--- src/rtl/slot_pkg.sv ---
// slot_pkg: shared state encoding, payout classes and saturating add for the slot game.
`default_nettype none

package slot_pkg;

  typedef enum logic [2:0] {
    ST_IDLE   = 3'd0,
    ST_CREDIT = 3'd1,
    ST_SPIN   = 3'd2,
    ST_EVAL   = 3'd3,
    ST_PAY    = 3'd4,
    ST_LOCK   = 3'd5
  } state_e;

  localparam logic [1:0] PAY_CLS_NONE = 2'd0;
  localparam logic [1:0] PAY_CLS_PAIR = 2'd1;
  localparam logic [1:0] PAY_CLS_ALL  = 2'd2;

  function automatic logic [31:0] sat_add(input logic [31:0] a,
                                          input logic [31:0] b,
                                          input logic [31:0] max_v);
    logic [32:0] sum;
    sum = {1'b0, a} + {1'b0, b};
    return (sum > {1'b0, max_v}) ? max_v : sum[31:0];
  endfunction

endpackage

`default_nettype wire

--- src/rtl/slot_match_eval.sv ---
// slot_match_eval: pairwise compare of the reel snapshot, flags all-equal and any-pair.
`default_nettype none

module slot_match_eval #(
  parameter int NUM_REELS = 3,
  parameter int DIGIT_W   = 4
) (
  input  logic [NUM_REELS*DIGIT_W-1:0] snap_i,
  output logic                         all_eq_o,
  output logic                         any_pair_o
);

  // All-equal holds exactly when every pair compares equal.
  always_comb begin
    all_eq_o   = 1'b1;
    any_pair_o = 1'b0;
    for (int i = 0; i < NUM_REELS; i++) begin
      for (int j = i + 1; j < NUM_REELS; j++) begin
        if (snap_i[i*DIGIT_W +: DIGIT_W] == snap_i[j*DIGIT_W +: DIGIT_W]) begin
          any_pair_o = 1'b1;
        end else begin
          all_eq_o = 1'b0;
        end
      end
    end
  end

endmodule

`default_nettype wire

--- src/rtl/slot_game_ctrl.sv ---
// slot_game_ctrl: credit tracking, spin/stop sequencing, auto-stop, evaluation and payout.
`default_nettype none

module slot_game_ctrl
  import slot_pkg::*;
#(
  parameter int NUM_REELS     = 3,
  parameter int DIGIT_W       = 4,
  parameter int CREDIT_W      = 7,
  parameter int CREDIT_MAX    = 99,
  parameter int BET           = 1,
  parameter int PAY_ALL       = 10,
  parameter int PAY_PAIR      = 5,
  parameter int PAY_NONE      = 1,
  parameter int AUTO_STOP_CYC = 50_000_000
) (
  input  logic                         clk,
  input  logic                         rst_n,
  input  logic                         coin_in_i,
  input  logic                         start_i,
  input  logic                         cash_out_i,
  input  logic [NUM_REELS-1:0]         stop_btn_i,
  input  logic [NUM_REELS*DIGIT_W-1:0] reel_val_i,
  output logic [NUM_REELS-1:0]         reel_run_o,
  output logic [CREDIT_W-1:0]          credit_o,
  output logic [2:0]                   state_o,
  output logic                         led_en_o,
  output logic                         win_pulse_o,
  output logic [CREDIT_W-1:0]          win_amt_o,
  output logic                         coin_rej_o,
  output logic                         game_over_o
);

  localparam int TW = $clog2(AUTO_STOP_CYC + 1);
  localparam int DW = NUM_REELS * DIGIT_W;

  state_e                state_q, state_d;
  logic [CREDIT_W-1:0]   credit_q, credit_d, win_amt_q, win_amt_d;
  logic [NUM_REELS-1:0]  run_q, run_d;
  logic [TW-1:0]         timer_q, timer_d;
  logic [DW-1:0]         snap_q, snap_d;
  logic                  win_pulse_q, win_pulse_d, coin_rej_q, coin_rej_d;
  logic                  led_en_q, game_over_q;
  logic                  all_eq, any_pair;
  logic [NUM_REELS-1:0]  valid_stop, lowest_run;
  logic [1:0]            pay_cls;
  logic [CREDIT_W-1:0]   payout;
  logic [31:0]           coin_w;

  function automatic logic [CREDIT_W-1:0] sat_credit(input logic [31:0] a, input logic [31:0] b);
    return CREDIT_W'(sat_add(a, b, 32'(CREDIT_MAX)));
  endfunction

  // Reels are already frozen during EVAL, so the live value is the snapshot.
  assign snap_d = (state_q == ST_EVAL) ? reel_val_i : snap_q;

  slot_match_eval #(
    .NUM_REELS (NUM_REELS),
    .DIGIT_W   (DIGIT_W)
  ) u_match (
    .snap_i     (snap_d),
    .all_eq_o   (all_eq),
    .any_pair_o (any_pair)
  );

  assign pay_cls    = all_eq ? PAY_CLS_ALL : (any_pair ? PAY_CLS_PAIR : PAY_CLS_NONE);
  assign valid_stop = stop_btn_i & run_q;
  assign lowest_run = run_q & (~run_q + NUM_REELS'(1));
  assign coin_w     = {31'd0, coin_in_i};

  always_comb begin
    case (pay_cls)
      PAY_CLS_ALL:  payout = CREDIT_W'(PAY_ALL);
      PAY_CLS_PAIR: payout = CREDIT_W'(PAY_PAIR);
      default:      payout = CREDIT_W'(PAY_NONE);
    endcase
  end

  always_comb begin
    state_d     = state_q;
    credit_d    = credit_q;
    run_d       = run_q;
    timer_d     = timer_q;
    win_amt_d   = win_amt_q;
    win_pulse_d = 1'b0;
    coin_rej_d  = 1'b0;
    case (state_q)
      ST_IDLE: begin
        if (coin_in_i) begin
          credit_d = CREDIT_W'(1);
          state_d  = ST_CREDIT;
        end
      end
      ST_CREDIT: begin
        if (cash_out_i) begin
          credit_d = '0;
          state_d  = ST_IDLE;
        end else if (start_i && (32'(credit_q) >= 32'(BET))) begin
          credit_d = sat_credit(32'(credit_q) - 32'(BET), coin_w);
          run_d    = '1;
          timer_d  = '0;
          state_d  = ST_SPIN;
        end else if (coin_in_i) begin
          if (32'(credit_q) == 32'(CREDIT_MAX)) coin_rej_d = 1'b1;
          else                                  credit_d   = credit_q + CREDIT_W'(1);
        end
      end
      ST_SPIN: begin
        credit_d = sat_credit(32'(credit_q), coin_w);
        if (|valid_stop) begin
          run_d   = run_q & ~valid_stop;
          timer_d = '0;
        end else if (timer_q == TW'(AUTO_STOP_CYC - 1)) begin
          run_d   = run_q & ~lowest_run;
          timer_d = '0;
        end else begin
          timer_d = timer_q + TW'(1);
        end
        if (run_d == '0) state_d = ST_EVAL;
      end
      ST_EVAL: begin
        credit_d    = sat_credit(32'(credit_q), coin_w);
        win_amt_d   = payout;
        win_pulse_d = 1'b1;
        state_d     = ST_PAY;
      end
      ST_PAY: begin
        credit_d = sat_credit(32'(credit_q), 32'(win_amt_q) + coin_w);
        if (32'(credit_d) == 32'(CREDIT_MAX)) state_d = ST_LOCK;
        else if (credit_d == '0)              state_d = ST_IDLE;
        else                                  state_d = ST_CREDIT;
      end
      ST_LOCK: begin
        if (cash_out_i) begin
          credit_d = '0;
          state_d  = ST_IDLE;
        end else if (coin_in_i) begin
          coin_rej_d = 1'b1;
        end
      end
      default: state_d = ST_IDLE;
    endcase
  end

  always_ff @(posedge clk or negedge rst_n) begin
    if (!rst_n) begin
      state_q     <= ST_IDLE;
      credit_q    <= '0;
      run_q       <= '0;
      timer_q     <= '0;
      snap_q      <= '0;
      win_amt_q   <= '0;
      win_pulse_q <= 1'b0;
      coin_rej_q  <= 1'b0;
      led_en_q    <= 1'b0;
      game_over_q <= 1'b0;
    end else begin
      state_q     <= state_d;
      credit_q    <= credit_d;
      run_q       <= run_d;
      timer_q     <= timer_d;
      snap_q      <= snap_d;
      win_amt_q   <= win_amt_d;
      win_pulse_q <= win_pulse_d;
      coin_rej_q  <= coin_rej_d;
      led_en_q    <= (state_d == ST_SPIN);
      game_over_q <= (state_d == ST_LOCK);
    end
  end

  assign reel_run_o  = run_q;
  assign credit_o    = credit_q;
  assign state_o     = state_q;
  assign led_en_o    = led_en_q;
  assign win_pulse_o = win_pulse_q;
  assign win_amt_o   = win_amt_q;
  assign coin_rej_o  = coin_rej_q;
  assign game_over_o = game_over_q;

endmodule

`default_nettype wire

--- config.mk ---
export PLATFORM = sky130hd
export DESIGN_NAME = slot_game_ctrl
export DESIGN_NICKNAME = d
export VERILOG_FILES = /design/src/rtl/slot_pkg.sv /design/src/rtl/slot_match_eval.sv /design/src/rtl/slot_game_ctrl.sv
export SDC_FILE = /design/constraint.sdc
export NUM_CORES = 1
export LEC_CHECK = 0
export CORE_UTILIZATION = 45
export CTS_CLUSTER_DIAMETER = 100
export CTS_CLUSTER_SIZE = 30
export DETAILED_ROUTE_END_ITERATION = 7
export PLACE_DENSITY = 0.65
export SLEW_MARGIN = 20
export SYNTH_ARGS = -nofsm -noshare
export SYNTH_HDL_FRONTEND = slang
export SYNTH_SLANG_ARGS = --single-unit
--- constraint.sdc ---
create_clock -name clk -period 4.42 [get_ports clk]
set_input_delay 0.884 -clock clk [delete_from_list [all_inputs] [get_ports clk]]
set_output_delay 0.884 -clock clk [all_outputs]
set_load 0.03 [all_outputs]
After elaboration in Yosys (flattened, before gate mapping)
Index checks and enable logic that the tools add are counted.
{"block": "totals", "out_inout_bits": 24, "elab_cells": 106, "regBits": 62, "input_bits": 20}
{"block": "op_classes", "n_lt_le_gt_ge": 4, "mux": 46, "n_bitwise": 7, "n_eq_ne": 21, "addsub": 8, "n_reduce_logical": 10}
{"cell": "$mux W26", "count": 4}
{"cell": "$mux W7", "count": 9}
{"cell": "$pmux W26 S2", "count": 1}
{"cell": "$pmux W7 S5", "count": 1}
{"cell": "$add A32 B1 Y33", "count": 1}
{"cell": "$gt A33 B7 Y1 const B", "count": 1}
{"cell": "$mux W3", "count": 11}
{"cell": "$add A26 B1 Y26 const B", "count": 1}
{"cell": "$eq A26 B26 Y1 const B", "count": 1}
{"cell": "$pmux W3 S6", "count": 1}
{"cell": "$add A7 B1 Y8", "count": 2}
{"cell": "$eq A7 B7 Y1 const B", "count": 2}
{"cell": "$mux W1", "count": 14}
{"cell": "$and A3 B3 Y3", "count": 4}
{"cell": "$eq A4 B4 Y1", "count": 3}
{"cell": "$mux W12", "count": 1}
{"cell": "$add A7 B8 Y9", "count": 1}
{"cell": "$eq A3 B2 Y1 const B", "count": 3}
{"cell": "$eq A3 B3 Y1 const B", "count": 3}
{"cell": "$gt A9 B7 Y1 const B", "count": 1}
{"cell": "$not A3 Y3", "count": 3}
{"cell": "$gt A8 B7 Y1 const B", "count": 1}
{"cell": "$ne A2 B2 Y1 const B", "count": 4}
{"cell": "$ne A4 B4 Y1 const B", "count": 2}
{"cell": "other kinds (20)", "count": 21}

Depth between registers and ports, before layout
Gate-level depths: netlist (run 1).
{"block": "logic_depth", "ltp_word": 12, "mapped_depth": 18, "ltp_nobuf": 16}

Hierarchy
From an unflattened synthesis (run 1), not the netlist that was laid out.
{"block": "hier_totals", "hier_cells": 507, "area_unflattened_um2": 4433.0}
{"mod": "slot_game_ctrl", "cells_each": 490, "n_inst": 1, "area_per_inst_um2": 4300.4, "seq_area_each_um2": 1451.4}
{"mod": "slot_match_eval", "cells_each": 17, "n_inst": 1, "area_per_inst_um2": 132.6, "seq_area_each_um2": 0.0}

Worst setup path before layout (run 1)
OpenSTA, ideal clock, no wires.
{"block": "synth_timing", "kind": "reg2reg", "startpoint": "register credit_q[3], in the netlist credit_o[3]", "endpoint": "register credit_q[1], in the netlist credit_o[1]", "period_less_slack_ns": 4.246, "arrival_time_ns": 4.122, "setup_slack_ns": 0.174, "setup_time_ns": 0.124, "required_time_ns": 4.296, "n_path_buf": 2, "stages_incl_launch_ff": 14, "path_cell_list": "dfrtp_1 -> buf_2 -> or3_1 -> buf_2 -> nor3_1 -> nand2_1 -> ha_1 -> nor4bb_1 -> nand4_1 -> nor4_1 -> o41ai_2 -> a211oi_2 -> nand2b_1 -> a211o_1"}
{"block": "synth_between", "elab_chain_len": 7, "word_cells_on_any_way": 19, "cone_classes": "add/sub (4); order compare (4); eq/ne (3); mux (6); reduce/logical (2)"}
{"element": "start: declaration", "line_no": "slot_game_ctrl.sv:38", "source": "logic [CREDIT_W-1:0] credit_q, credit_d, win_amt_q, win_amt_d;"}
{"element": "start signal: assignment", "line_no": "slot_game_ctrl.sv:159", "source": "credit_q <= credit_d;"}
{"element": "$sub A7 B1 Y8", "line_no": "slot_game_ctrl.sv:99", "source": "credit_d = sat_credit(32'(credit_q) - 32'(BET), coin_w);"}
{"element": "$add A32 B1 Y33", "line_no": "slot_pkg.sv:23", "source": "sum = {1'b0, a} + {1'b0, b};"}
{"element": "$gt A33 B7 Y1", "line_no": "slot_pkg.sv:24", "source": "return (sum > {1'b0, max_v}) ? max_v : sum[31:0];"}
{"element": "$mux W7", "line_no": "slot_pkg.sv:24"}
{"element": "$mux W7", "line_no": "slot_game_ctrl.sv:98", "source": "end else if (start_i && (32'(credit_q) >= 32'(BET))) begin"}
{"element": "$mux W7", "line_no": "slot_game_ctrl.sv:95", "source": "if (cash_out_i) begin"}
{"element": "$pmux W7 S5", "line_no": "slot_game_ctrl.sv:87", "source": "case (state_q)"}
Parallel ways exist; a longest one is shown, timed or not.
A chain may end at the register's enable or synchronous reset.

Final worst setup path (run 1)
{"block": "layout_timing", "startpoint": "register credit_q[1], in the netlist credit_o[1]", "endpoint": "register credit_q[1], in the netlist credit_o[1]"}
Same word-level chain as after synthesis.

==> results of run 1 <==
==> cell families after synthesis <==
| family | count (synthesis) | share of synthesized area, % |
|---|---|---|
| XOR/XNOR | 36 | 6.73 |
| adder cells (fa/ha/maj) | 22 | 6.20 |
| buffers and inverters | 64 | 5.80 |
| AO/OA/AOI/OAI | 132 | 20.8 |
| other | 1 | 0.0801 |
| flip-flops | 58 | 31.0 |
| multiplexers | 15 | 3.23 |
| AND/OR/NAND/NOR | 234 | 26.2 |
==> cells in the final DEF (no fill, tap or decap), drive strengths merged, types with 8 or more instances in the layout <==
master          n
nor2           57
xor2            8
clkdlybuf4s50  39
xnor2          28
and3            9
nand2b         12
buf            16
nor3           17
nand2          53
nand4          12
and2            8
ha             20
o21ai          30
clkbuf         10
nand3          21
o31ai           9
dfrtp          58
inv            32
mux2i          14
nor2b           9
a21oi          31
==> critical path, stage by stage, from the launching register on <==
cell and delay, ps:
dfrtp_1 370, inv_1 120, ha_1 260, or4b_1 590, nor2_1 170, xnor2_1 120, nor2_1 230, nand2_1 90
ha_1 180, nor4b_1 340, nand4_1 160, nor4_1 300, o41ai_2 150, a211oi_2 370, nand2b_1 110, a211o_1 300
==> repair_timing <==
| action | 4_1_cts | 5_1_grt |
|---|---|---|
| resized for setup | 0 | 1 |
| endpoints found under the hold margin | 0 | 0 |
| setup endpoints to repair | 0 | 1 |
==> layer usage <==
metal	GRT usage [%]	share of wire (%)	vias up
met3	4.26	5.4	20
met2	36.1	47	143
met4	7.24	1.3	0
met5	0	0	-
li1	-	-	2068
met1	29.5	47	2059
==> path summary, 6_finish.rpt <==
kind,from,endpoint,slack (ps),depth (start not counted)
setup / recovery,credit_o[1]$_DFFE_PN0P_,credit_o[1]$_DFFE_PN0P_,440,15
hold / removal,timer_q[6]$_DFFE_PN0P_,timer_q[6]$_DFFE_PN0P_,500,1
setup reg to reg,credit_o[1]$_DFFE_PN0P_,credit_o[1]$_DFFE_PN0P_,440,15
hold reg to reg,timer_q[6]$_DFFE_PN0P_,timer_q[6]$_DFFE_PN0P_,500,1
max in group asynchronous,rst_n,credit_o[3]$_DFFE_PN0P_,3040,2
min in group asynchronous,rst_n,timer_q[17]$_DFFE_PN0P_,520,1
==> registers in the layout, indices dropped and copies added, names as in the netlist <==
register	flops
win_amt_o	3
credit_o	7
win_pulse_o	1
timer_q	26
led_en_o	1
state_o	3
coin_rej_o	1
reel_run_o	3
game_over_o	1
snap_q	12
==> power breakdown <==
part           leakage (nW)  switching, mW  total [mW]  internal [mW]
Sequential            0.758          0.143       0.802          0.660
Clock                 0.112          0.221       0.550          0.329
Combinational          1.50           1.26        2.10          0.841
Total                  2.37           1.63        3.45           1.83
==> area by class of cell <==
type                       count  area share (%)
tap                          133            3.06
clock inverter                 5            1.45
sequential                    58            26.7
timing repair buffer          55            9.34
clock buffer                  10            2.53
inverter                      32            2.21
multi-input combinational    442            54.7
==> per-stage QoR <==
step	total power [mW]	cell area [sq um]	utilization (%)	hold WS (ps)
after floorplan	2.33	4690	-	440
after global placement	2.86	5210	52.6	455
after detailed placement	2.90	5210	52.6	462
after CTS	3.46	5430	54.8	498
after global routing	3.73	5440	54.9	539
final	3.45	5440	54.9	503
==> results.md, run 1 <==
* Commonest cells in the netlist: dfrtp_1, nor2_1, nand2_1
* Outcome: finished, final reports clean
* CP Launch Type: flip-flop
* Fin Setup TNS at 0 ps
* Minimum clock period at 3980 ps
* Sink Count at 58
* Worst-Skew Late Latency at 340 ps
* First-pass GRT wire length at 19.4 mm
* Peak VDD IR at 0.000315 V
* Layout net count at 640
* I/O pins at 44
* Critical Path RT at 4640 ps
* GRT Overall Usage at 22.2%
* Vias per cell at 5.84
* H-tree levels at 3
* Most area-consuming cells after synthesis: dfrtp_1, ha_1, xnor2_1, nor2_1, nand2_1
* Ys async rst share at 100%
* CTS Buf Count at 9
* Number of synthesized flops with an enable pin at 0
* Placed Cells at 720
* Arr. time, crit path at 4210 ps
* Final setup violation count at 0
* Area grow syn2layout at 16.1%
* Die span in x at 104 um
* Die Height at 104 um
* Vias in the first global route at 4,009
* Main synth FF type: dfrtp_1
* Wire per inst at 15.9 um
* Max Buffers Root-to-Sink at 2
* Seq cells post-synth at 58
* Slew headroom at 43.0%
* Vias at 4,290
* Most frequent cell after synthesis: dfrtp_1
* Mapped Cells at 562
* Final HPWL DP at 8.74 mm
* Leak at 2.37 nW
* FP Rows at 36
* Post-CTS setup buffer count at 0
* Initial DRC Count at 231
* Number of fill cells in the layout at 944
* Non-Filler Instances at 735
* Multi-input logic area at 0.00297 sq mm
* Total of max-cap violations at 0
* Synth warn at 0
* Slew Limit Fails at 0
* Sequential fraction of the synthesis area at 31.0%
* Crit. End Element: flip-flop
* Largest net degree at the start of global routing at 34
* Routability cong. at 0.912
* Cell Pwr Density at 636 mW/mm^2
* DRT Pass-1 Iters at 5
* Ant. Diodes at 0
* FF/Latch Area at 0.00145 sq mm
* Share of layout cells above drive strength 1 at 8.31%
* Post-Place Setup Slack at 136 ps
* Skew final at 11.0 ps
* DRC at 0
* Mapped cell area at 0.00468 sq mm
* Die area at 0.0108 sq mm
* Remaining antenna violation count after routing at 0
* Post-synth cell types at 80
* Grt total ovfl at 0
* IO buf count at 40
* Yosys top cell area share at 31.0%
* Worst setup margin at 438 ps
* Setup Crit Path Kind: reg -> reg
* Reg clk slew, reported paths at 70 ps
* CTS Root Cell: clkbuf_8
* CORE AREA at 0.00991 sq mm
* Cts hold-fix bufs at 0
* Final Cycle Share at 90.1%
* CTS tree: done
* Initial core utilization at 47.3%
* Avg Inst Size Synth at 8.33 sq um
* Initial antenna violation count at 0
* Hold Vio Cnt, Final at 0
* Area leader, netlist: dfrtp_1
* Type of the worst min-delay path: reg -> reg
* Final WL at 11.7 mm
* Crit-path max FO at 6
* Worst-Margin Slew at 852 ps
* RSZ-0062 raised after global routing: false
* Fmax at 251 MHz
No activity file was read; power rests on OpenSTA's default activity.
==> run 2: changes to the inputs <==
- SKIP_CTS_REPAIR_TIMING: default -> 1
==> results of run 2 <==
No change in the layout: final DEF, timing and power equal those of run 1.
==> edit 1, RTL diff (flow settings as in run 1) <==
`DIGIT_W` is set to 4 in 2 places; all go to 5.
--- a/src/rtl/slot_match_eval.sv
+++ b/src/rtl/slot_match_eval.sv
@@ -3,7 +3,7 @@
 
 module slot_match_eval #(
   parameter int NUM_REELS = 3,
-  parameter int DIGIT_W   = 4
+  parameter int DIGIT_W   = 5
 ) (
   input  logic [NUM_REELS*DIGIT_W-1:0] snap_i,
   output logic                         all_eq_o,
--- a/src/rtl/slot_game_ctrl.sv
+++ b/src/rtl/slot_game_ctrl.sv
@@ -5,7 +5,7 @@
   import slot_pkg::*;
 #(
   parameter int NUM_REELS     = 3,
-  parameter int DIGIT_W       = 4,
+  parameter int DIGIT_W       = 5,
   parameter int CREDIT_W      = 7,
   parameter int CREDIT_MAX    = 99,
   parameter int BET           = 1,
Ports: changed (resized reel_val_i); port bits go from 44 to 47. No check against the original RTL was run, so the function may have changed too.
==> edit 1 against run 1 <==
- count of clock-buffer cells in the layout rose by 1
- synthesized area rose by 4.2%
- global-route usage rose by 1.1 points
- critical path depth fell by 2
- worst setup slack got worse by 0.22 ns
- die area rose by 4.2%
- fmax fell by 5.3%
- sequential cell count rose by 3
- cell count rose by 5.3%
- total power rose by 11%
- wire length rose by 9.9%
- cell area rose by 5.5%
- largest cell class unchanged
- highest routed layer unchanged
==> edit 1: results (changes against run 1) <==
metric,value,unit,change
outcome,completed,,unchanged
number of cells in the finished layout apart from fillers,774,,was 735
total number of nets in the final design,678,,was 640
R2R Path Start,credit_o[0]$_DFFE_PN0P_,,was credit_o[1]$_DFFE_PN0P_
layout overhead on the synthesized area,17.5,%,was 16.1%
HPWL reported at the end of detailed placement,9.34,mm,was 8.74 mm
top post-synthesis cells by count,"sky130_fd_sc_hd__dfrtp_1 (61), sky130_fd_sc_hd__nand2_1 (51), sky130_fd_sc_hd__nor2_1 (49), sky130_fd_sc_hd__o21ai_0 (48), sky130_fd_sc_hd__inv_1 (41)",,"was sky130_fd_sc_hd__dfrtp_1 (58), sky130_fd_sc_hd__nor2_1 (57), sky130_fd_sc_hd__nand2_1 (53), sky130_fd_sc_hd__a21oi_1 (31), sky130_fd_sc_hd__inv_1 (31)"
switching part of the total,47.8,%,was 47.0%
sequential cell area fraction in the yosys report,31.3,%,was 31.0%
Worst Hold Slack,0.528,ns,was 0.503 ns
beginning of the worst hold path,timer_q[3]$_DFFE_PN0P_,,was timer_q[6]$_DFFE_PN0P_
DR vias,4645,,"was 4,290"
Cell Count Post-Placement,758,,was 720
GR Layer Usage met2,37.7,%,was 36.1%
total leakage power,2.46,nW,was 2.37 nW
post-route met1 wirelength,5.88,mm,was 5.45 mm
capture endpoint of the worst hold path,timer_q[3]$_DFFE_PN0P_,,was timer_q[6]$_DFFE_PN0P_
number of global-route vias before repair,4418,,"was 4,009"
pin count of the biggest net entering global routing,35,,was 34
buffers added on ports,43,,was 40
wire length of the first global-routing pass,21.0,mm,was 19.4 mm
post-synth cell types,74,,was 80
cell types with the largest area share after synthesis,"sky130_fd_sc_hd__dfrtp_1 (31%), sky130_fd_sc_hd__xnor2_1 (5.6%), sky130_fd_sc_hd__ha_1 (5.1%), sky130_fd_sc_hd__o21ai_0 (4.9%), sky130_fd_sc_hd__nand2_1 (3.9%)",,"was sky130_fd_sc_hd__dfrtp_1 (31%), sky130_fd_sc_hd__ha_1 (5.3%), sky130_fd_sc_hd__xnor2_1 (5.2%), sky130_fd_sc_hd__nor2_1 (4.6%), sky130_fd_sc_hd__nand2_1 (4.2%)"
Critical Path Max Stage Delay,0.51,ns,was 0.59 ns
met1 GRT Util,30.7,%,was 29.5%
Worst EP arrival,4.43,ns,was 4.21 ns
edit 1: power by group through the flow:
stage | Combinational (mW) | Sequential, mW | Clock (mW)
2_1_floorplan | 1.60 | 0.947 | 0
3_3_place_gp | 2.30 | 0.850 | 0
3_5_place_dp | 2.34 | 0.855 | 0
4_1_cts | 2.35 | 0.847 | 0.586
5_1_grt | 2.66 | 0.868 | 0.609
6_report | 2.43 | 0.848 | 0.574
edit 1: what timing repair did:
item                                   in CTS  in global routing
buffers inserted                            0                  0
setup endpoints to repair                   0                  4
hold buffers                                0                  0
endpoints found under the hold margin       0                  0
resized for setup                           0                  6
edit 1: cells by family (layout without fill, tap and decap cells):
logic type                 Yosys count  in the layout  synth area share (%)
AOI/OAI and AO/OA                  140            140                  19.0
other                                1              3                0.0768
muxes                               19             19                  3.92
DFF                                 61             61                  31.3
adders and majority gates           22             22                  5.95
buffers and inverters               71            118                  6.02
xor gates and xnor gates            44             44                  7.89
and+or+nand+nor                    231            231                  25.9
edit 1: how the worst max path moves through the flow:
stage	from	end	slack, ns	cells past startpoint
CTS	coin_in_i	credit_o[2]$_DFFE_PN0P_	0.08	13
detailed placement	coin_in_i	credit_o[2]$_DFFE_PN0P_	-0.27	13
floorplan	credit_o[1]$_DFFE_PN0P_	credit_o[6]$_DFFE_PN0P_	0.29	15
global route	coin_in_i	credit_o[6]$_DFFE_PN0P_	0.05	13
global placement	coin_in_i	credit_o[1]$_DFFE_PN0P_	-0.12	13
finish	coin_in_i	credit_o[6]$_DFFE_PN0P_	0.21	13
edit 1: layout make-up:
class | count | area share (%)
Multi-Input combinational cell | 459 | 54.1
Inverter | 41 | 2.68
Timing Repair Buffer | 61 | 9.77
Clock inverter | 5 | 1.44
Tap cell | 136 | 2.97
Sequential cell | 61 | 26.6
Clock buffer | 11 | 2.47
==> edit 2, RTL diff (settings of run 1) <==
Without the edit above. Remove the register `led_en_q`: a continuous assignment takes its place, so the output `led_en_o` follows one clock earlier.
--- a/src/rtl/slot_game_ctrl.sv
+++ b/src/rtl/slot_game_ctrl.sv
@@ -152,7 +152,6 @@
       win_amt_q   <= '0;
       win_pulse_q <= 1'b0;
       coin_rej_q  <= 1'b0;
-      led_en_q    <= 1'b0;
       game_over_q <= 1'b0;
     end else begin
       state_q     <= state_d;
@@ -163,10 +162,11 @@
       win_amt_q   <= win_amt_d;
       win_pulse_q <= win_pulse_d;
       coin_rej_q  <= coin_rej_d;
-      led_en_q    <= (state_d == ST_SPIN);
       game_over_q <= (state_d == ST_LOCK);
     end
   end
+
+  assign led_en_q = (state_d == ST_SPIN);
 
   assign reel_run_o  = run_q;
   assign credit_o    = credit_q;
Behaviour: not the same (a bounded check fails within 4 cycles, from zero or initial values and one cycle with rst_n low).
==> edit 2 against run 1 <==
- total power down 2.4%
- worst setup slack worse by 0.33 ns
- wire length down 3.3%
- non-clock buffer count up 9
- cell area down 3.5%
- sequential cell count down 1
- sequential share of layout area up 0.50 points
- core utilization up 1.4 points
- clock skew about the same
- synthesized area down 6.4%
- first-iteration DRC count up 5.6%
- fmax down 7.7%
- critical path type is now in2out
- largest cell class unchanged
==> edit 2: results (changes against run 1) <==
metric,value,unit,change
Critical Path End Type,output pin,,was flip-flop
Reg2Reg Depth,14,,was 15
number of global-route vias before repair,3983,,"was 4,009"
HPWL reported at the end of detailed placement,8.17,mm,was 8.74 mm
Critical Path Max Stage Delay,0.50,ns,was 0.59 ns
sequential cell area fraction in the yosys report,32.6,%,was 31.0%
average routed wire per standard cell,15.8,um,was 15.9 um
gate family responsible for the most delay along the worst path,compound AO/OA/AOI/OAI gates,,was simple AND/OR/NAND/NOR gates
flip-flop count of the largest register after layout,26,,unchanged
top post-synthesis cells by count,"sky130_fd_sc_hd__dfrtp_1 (57), sky130_fd_sc_hd__nor2_1 (48), sky130_fd_sc_hd__nand2_1 (46), sky130_fd_sc_hd__inv_1 (30), sky130_fd_sc_hd__xnor2_1 (28)",,"was sky130_fd_sc_hd__dfrtp_1 (58), sky130_fd_sc_hd__nor2_1 (57), sky130_fd_sc_hd__nand2_1 (53), sky130_fd_sc_hd__a21oi_1 (31), sky130_fd_sc_hd__inv_1 (31)"
clock buffer count from CTS,9,,unchanged
Power Dens Cells,643,nW/um2,was 636 nW/um2
post-synthesis compound-gate area fraction,16.7,%,was 20.8%
worst ir drop on vdd,338,uV,was 315 uV
pin count of the biggest net entering global routing,58,,was 34
post-placement cell area,4990,um2,was 5210 um2
Tot GR Track Use,23.9,%,was 22.2%
cell with the largest stage delay on the worst path,sky130_fd_sc_hd__clkdlybuf4s50_1,,was sky130_fd_sc_hd__or4b_1
via count normalized by instance count,5.78,,was 5.84
adder and majority cell fraction of the synthesized area,6.62,%,was 6.20%
cell types with the largest area share after synthesis,"sky130_fd_sc_hd__dfrtp_1 (33%), sky130_fd_sc_hd__ha_1 (5.7%), sky130_fd_sc_hd__xnor2_1 (5.6%), sky130_fd_sc_hd__nor2_1 (4.1%), sky130_fd_sc_hd__nand2_1 (3.9%)",,"was sky130_fd_sc_hd__dfrtp_1 (31%), sky130_fd_sc_hd__ha_1 (5.3%), sky130_fd_sc_hd__xnor2_1 (5.2%), sky130_fd_sc_hd__nor2_1 (4.6%), sky130_fd_sc_hd__nand2_1 (4.2%)"
number of antenna violations at the first check in global routing,0,,unchanged
number of levels in the clock H-tree,3,,unchanged
insertion delay of the later-clocked pin in the worst-skew pair,0.35,ns,
root cell of the clock tree,sky130_fd_sc_hd__clkbuf_8,,unchanged
highest net fanout along the worst path,2,,was 6
share of cells above drive strength 1,9.91,%,was 8.31%
maximum count of clock buffers along a single path,2,,unchanged
slew margin rel.,38.2,%,was 43.0%
post-synth cell types,65,,was 80
switching part of the total,47.5,%,was 47.0%
Detailed Route Iter0 Violations,244,,was 231
outcome,completed,,unchanged
total number of nets in the final design,622,,was 640
Layout Skew,0.0105,ns,was 0.0110 ns
Placer Congestion,0.962,,was 0.912
total leakage power,2.25,nW,was 2.37 nW
Gate power share,61.3,%,was 60.9%
xor and xnor fraction of the mapped netlist area,8.60,%,was 6.73%
P_seq,0.796,mW,was 0.802 mW
multiplexer share of the synthesized area,2.97,%,was 3.23%
wire length of the first global-routing pass,19.0,mm,was 19.4 mm
edit 2: path summary, 6_finish.rpt:
check                                       endpoint  slack, ns                     from
setup / recovery                            led_en_o       0.11                coin_in_i
hold / removal                timer_q[2]$_DFFE_PN0P_       0.51   timer_q[2]$_DFFE_PN0P_
setup reg to reg             credit_o[1]$_DFFE_PN0P_       0.40  credit_o[1]$_DFFE_PN0P_
hold reg to reg               timer_q[2]$_DFFE_PN0P_       0.51   timer_q[2]$_DFFE_PN0P_
max in group asynchronous        snap_q[7]$_DFF_PN0_       3.24                    rst_n
min in group asynchronous  reel_run_o[2]$_DFFE_PN0P_       0.69                    rst_n
edit 2: layout make-up:
type | instances | area, um2
repair buffers | 64 | 577
multi-input cells | 417 | 2760
clock buffers | 10 | 138
inverters | 31 | 116
fillers | 898 | 4080
clock inverters | 6 | 66.3
well taps | 129 | 161
flip-flops and latches | 57 | 1430
edit 2: metal layers:
layer  track usage [%]  up-vias  share of wire (%)
li1                  -     2013                  -
met1              31.5     1948                 46
met2              37.6      140                 46
met3              5.27       27                5.9
met4              10.9        0                2.5
met5                 0        -                  0
edit 2: through the flow:
step | worst slack, ns | setup TNS (ns) | instances
2_1_floorplan | 0.113 | 0 | 531
3_3_place_gp | -0.119 | -0.119 | 695
3_5_place_dp | -0.259 | -0.782 | 695
4_1_cts | 0.00434 | 0 | 712
5_1_grt | -0.0281 | -0.0281 | 714
6_report | 0.107 | 0 | 714
edit 2: timing repair:
item | CTS | global route
endpoints found under the setup margin | 1 | 2
endpoints found under the hold margin | 0 | 0
pin swaps | 3 | 5
buffers inserted | 1 | 2
gates resized for setup | 6 | 3
